$ cat config.mk
export PLATFORM = sky130hd
export DESIGN_NAME = arb_req_agent
export DESIGN_NICKNAME = d
export VERILOG_FILES = /design/src/rtl/arb_req_agent.sv
export SDC_FILE = /design/constraint.sdc
export NUM_CORES = 1
export LEC_CHECK = 0
export CAP_MARGIN = 20
export CORE_MARGIN = 2
export CORE_UTILIZATION = 57
export DETAILED_ROUTE_END_ITERATION = 7
export MAX_ROUTING_LAYER = met4
export PLACE_DENSITY_LB_ADDON = 0.3
export SLEW_MARGIN = 30
export SYNTH_ARGS = -nofsm -noshare
export SYNTH_HDL_FRONTEND = slang
export SYNTH_SLANG_ARGS = --single-unit
$ cat constraint.sdc
create_clock -name clk -period 7.8 [get_ports clk]
set_input_delay 0.78 -clock clk [delete_from_list [all_inputs] [get_ports clk]]
set_output_delay 0.78 -clock clk [all_outputs]
set_load 0.02 [all_outputs]
$ cat src/rtl/arb_req_agent.sv
// rtl/arb_req_agent.sv - per-client pending-request counters feeding a single-cycle arbiter
module arb_req_agent #(
    parameter int N     = 16,
    parameter int CNT_W = 4
) (
    input  logic         clk,
    input  logic         reset,
    input  logic [N-1:0] push_i,
    output logic [N-1:0] req_o,
    input  logic [N-1:0] gnt_i,
    output logic [N-1:0] full_o,
    output logic [N-1:0] drop_o,
    output logic         gnt_err_o,
    output logic [15:0]  gnt_cnt_o
);

    localparam logic [CNT_W-1:0] PMAX    = '1;
    localparam logic [CNT_W-1:0] CNT_ONE = CNT_W'(1);
    localparam logic [N-1:0]     VEC_ONE = N'(1);

    logic [CNT_W-1:0] pend_q [N];
    logic [CNT_W-1:0] pend_d [N];
    logic [N-1:0]     drop_q, drop_d;
    logic             gnt_err_q, gnt_err_d;
    logic [15:0]      gnt_cnt_q, gnt_cnt_d;

    logic             legal;
    logic [N-1:0]     vg;
    logic [N-1:0]     acc;

    // Request and full flags come only from the registered counters
    always_comb begin
        req_o  = '0;
        full_o = '0;
        for (int i = 0; i < N; i++) begin
            req_o[i]  = (pend_q[i] != '0);
            full_o[i] = (pend_q[i] == PMAX);
        end
    end

    // Grant legality, valid grants and push acceptance; a full client may
    // still accept a push when it is granted in the same cycle
    always_comb begin
        legal = ((gnt_i & (gnt_i - VEC_ONE)) == '0) && ((gnt_i & ~req_o) == '0);
        vg    = legal ? (gnt_i & req_o) : '0;
        acc   = push_i & (~full_o | vg);
    end

    // Next-state computation for counters and status outputs
    always_comb begin
        for (int i = 0; i < N; i++) begin
            pend_d[i] = pend_q[i];
            if (acc[i] && !vg[i]) begin
                pend_d[i] = pend_q[i] + CNT_ONE;
            end else if (!acc[i] && vg[i]) begin
                pend_d[i] = pend_q[i] - CNT_ONE;
            end
        end
        drop_d    = push_i & ~acc;
        gnt_err_d = gnt_err_q | ~legal;
        gnt_cnt_d = gnt_cnt_q;
        if (vg != '0) begin
            gnt_cnt_d = gnt_cnt_q + 16'd1;
        end
    end

    // State registers; reset discards pending work without a drop pulse
    always_ff @(posedge clk) begin
        if (reset) begin
            for (int i = 0; i < N; i++) begin
                pend_q[i] <= '0;
            end
            drop_q    <= '0;
            gnt_err_q <= 1'b0;
            gnt_cnt_q <= '0;
        end else begin
            for (int i = 0; i < N; i++) begin
                pend_q[i] <= pend_d[i];
            end
            drop_q    <= drop_d;
            gnt_err_q <= gnt_err_d;
            gnt_cnt_q <= gnt_cnt_d;
        end
    end

    assign drop_o    = drop_q;
    assign gnt_err_o = gnt_err_q;
    assign gnt_cnt_o = gnt_cnt_q;

endmodule

# Word level (Yosys, flattened, before mapping)
# Memories as Yosys holds them, arrays and structs flattened.
# Cells that the tools add are included.
classes:
  n_reduce_logical: 84
  n_div: 0
  eq_ne: 16
  mul: 0
  n_shift: 0
  n_mux: 52
  order_cmp: 0
  addsub: 34
  n_bitwise: 27
op_table:
  columns: ["operator", "count"]
  rows:
  - ["$mux W4", 48]
  - ["$and A16 B16 Y16", 5]
  - ["$add A4 B1 Y4 const B", 16]
  - ["$eq A4 B4 Y1 const B", 16]
  - ["$reduce_bool A4 Y1", 16]
  - ["$sub A4 B1 Y4 const B", 16]
  - ["$not A16 Y16", 3]
  - ["$logic_and A1 B1 Y1", 33]
  - ["$logic_not A1 Y1", 32]
  - ["$logic_not A16 Y1", 2]
  - ["$or A1 B1 Y1", 17]
  - ["$add A16 B1 Y16 const B", 1]
  - ["$mux W16", 1]
  - ["$or A16 B16 Y16", 1]
  - ["$reduce_bool A16 Y1", 1]
  - ["$sub A16 B1 Y16 const B", 1]
  - ["$mux W1", 3]
  - ["$not A1 Y1", 1]
totals:
  in_bits: 34
  reg_bits: 33
  latchBits: 0
  mem_count: 1
  ram_bits: 64
  mem_bits_ro: 0
  out_inout_bits: 65
memory_table:
  columns: ["memory", "depth", "word_bits", "read_ports", "rd_clocked_by_memory_dff", "wr", "line_no", "source"]
  rows:
  - ["pend_q", 16, 4, 16, 0, 16, "21", "logic [CNT_W-1:0] pend_q [N];"]

# Logic depth before layout (Yosys ltp)
logic_depth:
  ltp_word: 13
  ltp_mapped: 17
  depth_no_buf: 15

# Worst setup path after synthesis
# No wires, ideal clock.
synth_timing:
  kind: "input -> register"
  from: "in gnt_i[3]"
  to: "mem pend_q[15][3], in the netlist pend_q[1][31]"
  t_arrival_ns: 4.182
  cell_stages: 16
  path_buffers: 2
  setup_slack_ns: 3.548
  required_ns: 7.730
  cell_sequence: "or4_4 -> nor4_4 -> a31oi_1 -> or4b_1 -> buf_2 -> buf_2 -> o31a_1 -> nor2b_1 -> ha_1 -> inv_1 -> ha_1 -> a21o_1 -> a21oi_1 -> xnor2_1 -> or3_1 -> a21oi_1"
synth_lines:
  columns: ["item", "line_no", "source"]
  rows:
  - ["from (decl)", "10", "input logic [N-1:0] gnt_i,"]
  - ["to (decl)", "21", null]

==> out/metrics.yaml <==
synth:
  synth-xor-area-share: 0.0684
  yosys.cell_types.count: 49
  syn_area_per_cell_um2: 8.92
  yosysTopAreaCell: "dfxtp_1"
  synth_flop_cell: "dfxtp_1"
  synthArstFlopShare: 0
  netlist_instances: 689
  syn_area_mm2: 0.00615
  synthTopCellsByArea: "dfxtp_1 (32%), ha_1 (10%), fa_1 (5.2%), nor2_1 (5.0%), xnor2_1 (4.6%)"
  synth-seq-cells: 97
  synth_compound_area_frac: 0.171
  synthAdderAreaFrac: 0.152
  yosys-mux-area-fraction: 0.0358
  yosysWarnings: 0
  synth-simple-area-share: 0.211
  synth_top_family_by_area: "simple AND/OR/NAND/NOR gates"
  synth_edf_count: 0
  netlist.area_leader.share: 0.316
  ys_seq_area_frac: 0.316
  syn-num-nets: 788
sta:
  skew_ns: 0.0117
  drv_slew: 0
  tightest_slew_ns: 0.902
  fin_crit_sh: 0.705
  fmax_mhz: 182
  setup-violations-final: 0
  rsz0062_at_grt: "false"
  tns_ns: 0
  min_period_ns: 5.50
  hold_viol_final: 0
  max_slew_margin: 0.394
  hold_ws_ns: 0.507
grt:
  grt_pass1_wl_um: 25800
  antenna_found_initial: 0
  grt_usage: 0.287
  grt_overflow_total: 0
  grt_max_degree: 113
  grt_pass1_vias: 5379
floorplan:
  core-area_mm2: 0.0104
  die_x_um: 108
  ioPinCount: 99
  dieHeight_um: 108
  die-area_mm2: 0.0116
  start_util: 0.590
  rows: 37
final_layout:
  nNetsFinal: 879
  final_cell_mix: "dfxtp_1 (97), clkdlybuf4s50_1 (97), nor2_1 (82)"
  layout-drive-gt1-share: 0.0535
  n_antenna_cell: 0
  area_growth_pct: 21.9
setup_path:
  arrival_ns: 5.82
  reg2reg_to: "pend_q[1][31]"
  crit_path_top_delay_cell: "or4b_1"
  worstSetupPathType: "in -> reg"
  crit_chain: "clkdlybuf4s50_1, or4_4, nor4_4, a31oi_1, or4b_1, nor2_2, buf_4, nand3_1, ha_1, inv_1, ha_1, a21o_1, a21oi_1, xnor2_1, or3_1, a21oi_1"
  r2r_start: "pend_q[1][28]"
  cp.required_ns: 8.12
  critPathMaxFanout: 15
  critPathCaptureType: "register"
  path_delay_family: "simple AND/OR/NAND/NOR gates"
  crit_buf_inv: 3
  critPathLaunchType: "primary input"
  cpPeakStageDelay_ns: 0.87
  reg2reg_setup_slack_ns: 2.80
  rr_worst_depth: 15
clocking:
  cts.clk_slew.worst_paths_ns: 0.09
  cts_max_level: 3
  insertion_delay_ns: 0.39
  cts_sinks: 97
  root_buffer: "clkbuf_8"
  postCtsSetupBuffers: 0
  clock_path_buffers: 2
  cts_inserted_buffers: 9
  cts_hold_buffers: 0
  cts_tree: "built"
  cts_resized: 0
placement:
  place.gp.congestion: 0.886
  dp_hpwl_um: 11500
  portBuffers: 98
drt:
  ant_nets: 0
  wl_per_cell_um: 17.0
  drc_errors: 0
  via_per_inst: 6.09
  first_pass_iters: 4
  drt_iter0_markers: 399
  vias: 5608
  finalWirelength_um: 15700
power:
  power_density_mw_per_mm2: 188
  p_leak_uw: 0.00322
  max-vdd-ir-drop_v: 0.000122
min_path:
  min_from: "gnt_err_o"
  hold_depth: 2
  hold_end: "gnt_err_o"
  hp-class: "reg -> reg"
outcome:
  status: "complete, no violations"
flow_run:
  cap_violations: 0
-- synthesized netlist by cell type (all sizes together), types with 2 or more instances --
| master | number |
|---|---|
| dfxtp | 97 |
| nor2 | 83 |
| inv | 51 |
| a21oi | 50 |
| ha | 49 |
| xnor2 | 32 |
| nor2b | 21 |
| or3 | 19 |
| or4 | 18 |
| a21o | 17 |
| clkbuf | 17 |
| o21ai | 17 |
| and3b | 16 |
| fa | 16 |
| mux2i | 16 |
| xor2 | 16 |
| nand2 | 15 |
| nand3 | 14 |
| a311oi | 10 |
| a31o | 10 |
| nor3 | 10 |
| a31oi | 9 |
| and4 | 9 |
| nor4 | 9 |
| nand4 | 8 |
| o22ai | 8 |
| o31a | 8 |
| o41a | 8 |
| o41ai | 6 |
| buf | 5 |
| mux2 | 5 |
| nor4b | 3 |
| a211oi | 2 |
| a22oi | 2 |
| o2111ai | 2 |
| o31ai | 2 |
-- metal layers --
metal  track usage  wire, um  vias to the layer above
met3        0.0400       879                       30
met5             -         0                        -
met1         0.367      6960                     2692
li1              -         -                     2690
met2         0.453      7470                      196
met4         0.125       370                        0
-- kinds of logic (layout without fill, tap and decap cells) --
kind of cell / after synthesis / count (layout)
simple gates: 230 / 230
compound gates: 155 / 155
fa+ha+maj: 65 / 65
flops: 97 / 97
mux: 21 / 21
buf+inv: 73 / 169
xor+xnor: 48 / 48
-- through the flow --
stage / setup WS [ns] / cells / cell area, um^2 / util / total power, uW
after floorplan: 3.55 / 689 / 6150 / - / 871
after global placement: 2.22 / 905 / 7240 / 0.695 / 988
after detailed placement: 1.98 / 905 / 7250 / 0.696 / 1010
after CTS: 2.38 / 921 / 7500 / 0.720 / 1420
after global routing: 2.08 / 921 / 7500 / 0.720 / 1490
final: 2.30 / 921 / 7500 / 0.720 / 1410
-- power by group --
part           internal, uW  total (uW)  switching [uW]
sequential              538         602            64.1
clock                   213         405             192
combinational           196         406             211
total                   946        1410             466
-- flip-flops by register name (all words and copies together), names as in the netlist --
register	count
drop_o	16
pend_q	64
gnt_cnt_o	16
gnt_err_o	1
-- worst reg2reg max path: cells and delay by family (launching register included) --
kind / cells / cell delay (ns)
simple gates: 6 / 2.76
compound gates: 4 / 0.60
fa+ha+maj: 2 / 0.50
flops: 1 / 0.49
buf+inv: 2 / 0.46
xor+xnor: 1 / 0.10
-- worst max path at each step --
stage / startpoint / end / slack (ns) / cells past startpoint
2_1_floorplan: gnt_i[3] / pend_q[1][31] / 3.55 / 16
3_3_place_gp: gnt_i[3] / pend_q[1][15] / 2.22 / 16
3_5_place_dp: gnt_i[3] / pend_q[1][11] / 1.98 / 16
4_1_cts: gnt_i[3] / pend_q[1][31] / 2.38 / 16
5_1_grt: gnt_i[3] / pend_q[1][11] / 2.08 / 16
6_report: gnt_i[3] / pend_q[1][31] / 2.30 / 16
-- area by class of cell --
type	instances	area (um^2)
Multi-Input combinational cell	519	3940
Fill cell	770	2920
Tap cell	136	170
Timing Repair Buffer	102	1010
Clock buffer	9	124
Clock inverter	7	119
Inverter	51	191
Sequential cell	97	1940
(Power assumes the default switching activity.)
